===== config.mk =====
export PLATFORM = sky130hd
export DESIGN_NAME = nibble_alu_sequencer
export DESIGN_NICKNAME = d
export VERILOG_FILES = /design/src/rtl/nibble_alu_sequencer.sv
export SDC_FILE = /design/constraint.sdc
export NUM_CORES = 1
export LEC_CHECK = 0
export ABC_AREA = 1
export CORE_AREA = 5 5 135 150
export CTS_CLUSTER_SIZE = 16
export DETAILED_ROUTE_END_ITERATION = 8
export DIE_AREA = 0 0 140 155
export PLACE_DENSITY = 0.48
export SYNTH_ARGS = -nofsm -noshare
export SYNTH_HDL_FRONTEND = slang
export SYNTH_SLANG_ARGS = --single-unit

===== constraint.sdc =====
create_clock -name clk -period 2.5 [get_ports clk]
set_input_delay 0.375 -clock clk [delete_from_list [all_inputs] [get_ports clk]]
set_output_delay 0.375 -clock clk [all_outputs]
set_load 0.02 [all_outputs]

===== src/rtl/nibble_alu_sequencer.sv =====
// rtl/nibble_alu_sequencer.sv - WIDTH-bit bitwise logic op sequenced through one external 4-bit AND slice
module nibble_alu_sequencer #(
   parameter int WIDTH = 32
) (
   input  logic             clk,
   input  logic             rst_n,
   input  logic             in_valid,
   output logic             in_ready,
   input  logic [1:0]       op,
   input  logic [WIDTH-1:0] x,
   input  logic [WIDTH-1:0] y,
   output logic [3:0]       slice_x,
   output logic [3:0]       slice_y,
   input  logic [3:0]       slice_f,
   output logic             out_valid,
   input  logic             out_ready,
   output logic [WIDTH-1:0] f,
   output logic             zero,
   output logic             busy
);

   localparam int N  = WIDTH / 4;
   localparam int CW = (N > 1) ? $clog2(N) : 1;

   localparam logic [1:0] IDLE = 2'd0;
   localparam logic [1:0] RUN  = 2'd1;
   localparam logic [1:0] DONE = 2'd2;

   localparam logic [CW-1:0] LAST = CW'(N - 1);

   logic [1:0]       state;
   logic [CW-1:0]    cnt;
   logic [WIDTH-1:0] x_reg;
   logic [WIDTH-1:0] y_reg;
   logic [1:0]       op_reg;
   logic [3:0]       nib_x;
   logic [3:0]       nib_y;
   logic [3:0]       res_nib;

   always_comb begin
      nib_x = '0;
      nib_y = '0;
      for (int i = 0; i < N; i++) begin
         if (cnt == CW'(i)) begin
            nib_x = x_reg[4*i +: 4];
            nib_y = y_reg[4*i +: 4];
         end
      end
   end

   // ANDN/NOR/NAND are all derived from one AND slice via De Morgan inversions.
   always_comb begin
      slice_x = '0;
      slice_y = '0;
      if (state == RUN) begin
         slice_x = (op_reg == 2'b11) ? ~nib_x : nib_x;
         slice_y = op_reg[0] ? ~nib_y : nib_y;
      end
   end

   assign res_nib   = (op_reg == 2'b10) ? ~slice_f : slice_f;
   assign in_ready  = (state == IDLE);
   assign busy      = (state != IDLE);
   assign out_valid = (state == DONE);
   assign zero      = ~|f;

   always_ff @(posedge clk or negedge rst_n) begin
      if (!rst_n) begin
         state  <= IDLE;
         cnt    <= '0;
         x_reg  <= '0;
         y_reg  <= '0;
         op_reg <= '0;
         f      <= '0;
      end else begin
         case (state)
            IDLE: begin
               if (in_valid) begin
                  x_reg  <= x;
                  y_reg  <= y;
                  op_reg <= op;
                  f      <= '0;
                  cnt    <= '0;
                  state  <= RUN;
               end
            end
            RUN: begin
               for (int i = 0; i < N; i++) begin
                  if (cnt == CW'(i)) begin
                     f[4*i +: 4] <= res_nib;
                  end
               end
               if (cnt == LAST) begin
                  state <= DONE;
               end else begin
                  cnt <= cnt + CW'(1);
               end
            end
            DONE: begin
               if (out_ready) begin
                  state <= IDLE;
               end
            end
            default: begin
               state <= IDLE;
            end
         endcase
      end
   end

endmodule


==> summary.md <==
| Metric | Value |
|---|---|
| Result of the run | finished with violations |
| Violated checks | negative setup slack |
| Port buffer count | between 100 and 150 |
| Setup clock skew after layout | about 8 ps |
| Avg Synthesized Cell Area | roughly 8 um2 |
| Min Tclk post-route | roughly 2600 ps |
| Net count after synthesis | 708 |
| Area inside the core boundary | between 0.015 and 0.02 mm2 |
| Number of setup violations in the final report | 8 |
| Clock sinks | 103 |
| Critical Path Start Type | flip-flop |
| Synthesis warning total | 0 |
| Remaining design rule violation count | 0 |
| CTS tree | done |
| Number of vias in the routed layout | about 4400 |
| Cell types with the largest area share after synthesis | sky130_fd_sc_hd__dfrtp_1 (51%), sky130_fd_sc_hd__nand2_1 (22%), sky130_fd_sc_hd__mux2_2 (7.1%) |
| Power per cell area | roughly 1300 mW/mm2 |
| CP Data Required Time | 2120 ps |
| Final-layout fill cell count | just under 2000 |
| Total of hold buffers inserted after clock tree synthesis | 0 |
| Post-placement setup slack | -252 ps |
| Peak supply drop | 0.462 mV |
| Starting DRC count in detailed routing | 170 |
| Layout overhead on the synthesized area | 41.7% |
| Router iterations before antenna repair | 4 |
| Worst Hold Slack | 28.9 ps |
| Initial Util | ~27% |
| CTS root buffer | sky130_fd_sc_hd__clkbuf_16 |
| Number of clock buffers inserted by TritonCTS | 9 |
| Die Area | between 0.02 and 0.025 mm2 |
| Unrepaired setup endpoints after global routing | true |
| Overflow left after global routing | 0 |
| Most frequent cells in the layout | sky130_fd_sc_hd__nand2_1 (290), sky130_fd_sc_hd__clkdlybuf4s50_1 (108), sky130_fd_sc_hd__dfrtp_1 (103), sky130_fd_sc_hd__inv_1 (34) |
| Critical path class | flip-flop to output pin |
| Cell accounting for the most synthesized area | sky130_fd_sc_hd__dfrtp_1 |
| Category of the worst setup path capture point | output pin |
| Count of final hold-check violations | 0 |
| Pin count of the biggest net entering global routing | 61 |
| IO Count | 118 |
| Cell area after synthesis | between 0.005 and 0.006 mm2 |
| Area of all sequential standard cells | between 0.002 and 0.003 mm2 |
| Leading cell type in the layout, fill and taps excluded | sky130_fd_sc_hd__nand2_1 |
| Cell count after synthesis | roughly 630 |
| Total of flip-flops plus latches after synthesis | approximately 100 |
| Share of final-layout standard cells stronger than drive strength 1 | ~20% |
| Class of the tightest hold or removal check | primary input to asynchronous set/reset pin |
| Total Routing Usage GR | 14.0% |
| Setup TNS | -833 ps |
| Total number of nets in the final design | between 800 and 900 |
| Post-layout worst setup margin | -140 ps |
| Number of pins with negative max-slew slack in the final report | 0 |
| Minimum setup slack among reg-to-reg paths | between 500 and 600 ps |
| Most instantiated flip-flop cell in the synthesis netlist | sky130_fd_sc_hd__dfrtp_1 |
| Largest fanout on the critical path | 8 |
| Tightest slew margin relative to the limit | between 50 and 60% |
| Maximum count of clock buffers along a single path | 2 |
| Die Wd | 140 um |
| Antenna Nets Post-Route | 0 |
| Final Cycle Share | 106% |
| Clock H-tree levels | 3 |
| Leakage power total | 3.55 nW |
| Worst endpoint data arrival time | 2260 ps |
| Footprint of the multi-input gates | 0.00240 mm2 |
| Wire length of the first global-routing pass | between 20000 and 25000 um |
| Via count of the first global-routing pass | 4663 |
| Die Height | 155 um |
| Fraction of the yosys area taken by sequential cells | between 50% and 60% |
| Via density per instance | about 4.3 |
| Skew-Pair Late Insertion Delay | around 360 ps |
| Tightest Pin Transition | approximately 630 ps |
| Max-cap violation count | 0 |
| Synth async-reset ratio | 100% |
| Number of flops mapped to enable cells by yosys | 0 |
| Routed WL per cell | 14.7 um |
| Global placer's final weighted congestion | between 0.8 and 0.9 |
| Clock input transition at the sequential cells of the worst setup and hold paths | around 70 ps |
| Number of antenna violations at the first check in global routing | 0 |
| # rows | 53 |
| Fraction of synthesized cell area taken by the top area cell type | 50.6% |
| Diodes inserted | 0 |
| Maximum frequency from static timing analysis | 379 MHz |
| Wire length after detailed routing | ~15000 um |
| Total power | approximately 9.6 mW |
| Placed wire-length estimate | approximately 11000 um |
| Distinct cell type count after synthesis | 28 |
## critical path, stage by stage, from the launching register on
cell	delay (ps)
sky130_fd_sc_hd__dfrtp_1	420
sky130_fd_sc_hd__inv_2	90
sky130_fd_sc_hd__ha_4	170
sky130_fd_sc_hd__buf_4	140
sky130_fd_sc_hd__nand2_4	80
sky130_fd_sc_hd__clkinvlp_4	180
sky130_fd_sc_hd__buf_6	170
sky130_fd_sc_hd__nand2_1	40
sky130_fd_sc_hd__nand2_1	40
sky130_fd_sc_hd__inv_1	40
sky130_fd_sc_hd__nand2_1	50
sky130_fd_sc_hd__nand2_1	60
sky130_fd_sc_hd__nand2_1	60
sky130_fd_sc_hd__nand3_1	70
sky130_fd_sc_hd__nand2_1	50
sky130_fd_sc_hd__nor2_1	90
sky130_fd_sc_hd__buf_4	150
## final cells by class
class,instances,area share (%)
multi-input cells,460,33.3
well taps,247,4.28
inverters,42,2.34
clock inverters,6,0.590
clock buffers,10,3.17
flip-flops and latches,103,35.7
repair inverters,1,0.104
repair buffers,150,20.5
## repair_timing
| item | 4_1_cts | 5_1_grt |
|---|---|---|
| gates resized for setup | 64 | 31 |
| cloned | 1 | 0 |
| setup endpoints to repair | 8 | 9 |
| pin swaps | 16 | 18 |
| setup buffers | 4 | 4 |
## routing by layer
| layer | global-route usage [%] | vias up | share of wire, % | wire length, um |
|---|---|---|---|---|
| met5 | 0 | - | 0 | 0 |
| met4 | 5.81 | 0 | 2.6 | 383 |
| met3 | 2.86 | 22 | 3.0 | 453 |
| met2 | 24.1 | 82 | 50 | 7490 |
| met1 | 17.2 | 2064 | 44 | 6630 |
| li1 | - | 2224 | - | - |
## logic make-up after synthesis
group / share of synthesized area [%]
flip-flops: 50.6
XOR/XNOR: 0.688
multiplexers: 7.08
buffers and inverters: 5.78
adder cells (fa/ha/maj): 1.47
AND/OR/NAND/NOR: 31.2
AO/OA/AOI/OAI: 3.17
## final timing paths
path / startpoint / to / depth (start not counted)
max: cnt[0] / slice_y[1] / 16
min: rst_n / y_reg[2] / 1
max reg2reg: cnt[1] / f[3] / 10
min reg2reg: y_reg[28] / y_reg[28] / 2
max in group asynchronous: rst_n / f[23] / 2
min in group clk: y_reg[28] / y_reg[28] / 2
## synthesized netlist by cell type (2+ instances only)
cell type / instances
sky130_fd_sc_hd__nand2_1: 304
sky130_fd_sc_hd__nand3_1: 26
sky130_fd_sc_hd__inv_1: 40
sky130_fd_sc_hd__nand2_2: 4
sky130_fd_sc_hd__buf_4: 2
sky130_fd_sc_hd__nand4_1: 2
sky130_fd_sc_hd__o21ai_1: 7
sky130_fd_sc_hd__buf_2: 16
sky130_fd_sc_hd__a21oi_1: 8
sky130_fd_sc_hd__xor2_1: 4
sky130_fd_sc_hd__buf_6: 2
sky130_fd_sc_hd__o21ai_2: 6
sky130_fd_sc_hd__nor2_1: 34
sky130_fd_sc_hd__mux2_2: 32
sky130_fd_sc_hd__dfrtp_1: 103
sky130_fd_sc_hd__ha_1: 6
sky130_fd_sc_hd__clkbuf_1: 3
sky130_fd_sc_hd__o21ai_0: 4
sky130_fd_sc_hd__or2_2: 8
sky130_fd_sc_hd__nor2_4: 2
sky130_fd_sc_hd__nor4_1: 8
## power by group
| group | switching [mW] | internal (mW) |
|---|---|---|
| logic | 2.88 | 2.34 |
| registers | 0.594 | 2.45 |
| clock network | 0.645 | 0.679 |
## through the flow
stage          instances  util [%]  area, um2
2_1_floorplan        628         -       5090
3_3_place_gp         994      35.8       6690
3_5_place_dp         994      35.8       6690
4_1_cts             1015      37.8       7060
5_1_grt             1019      38.6       7210
6_report            1019      38.6       7210
No activity file was read; power rests on OpenSTA's default activity.
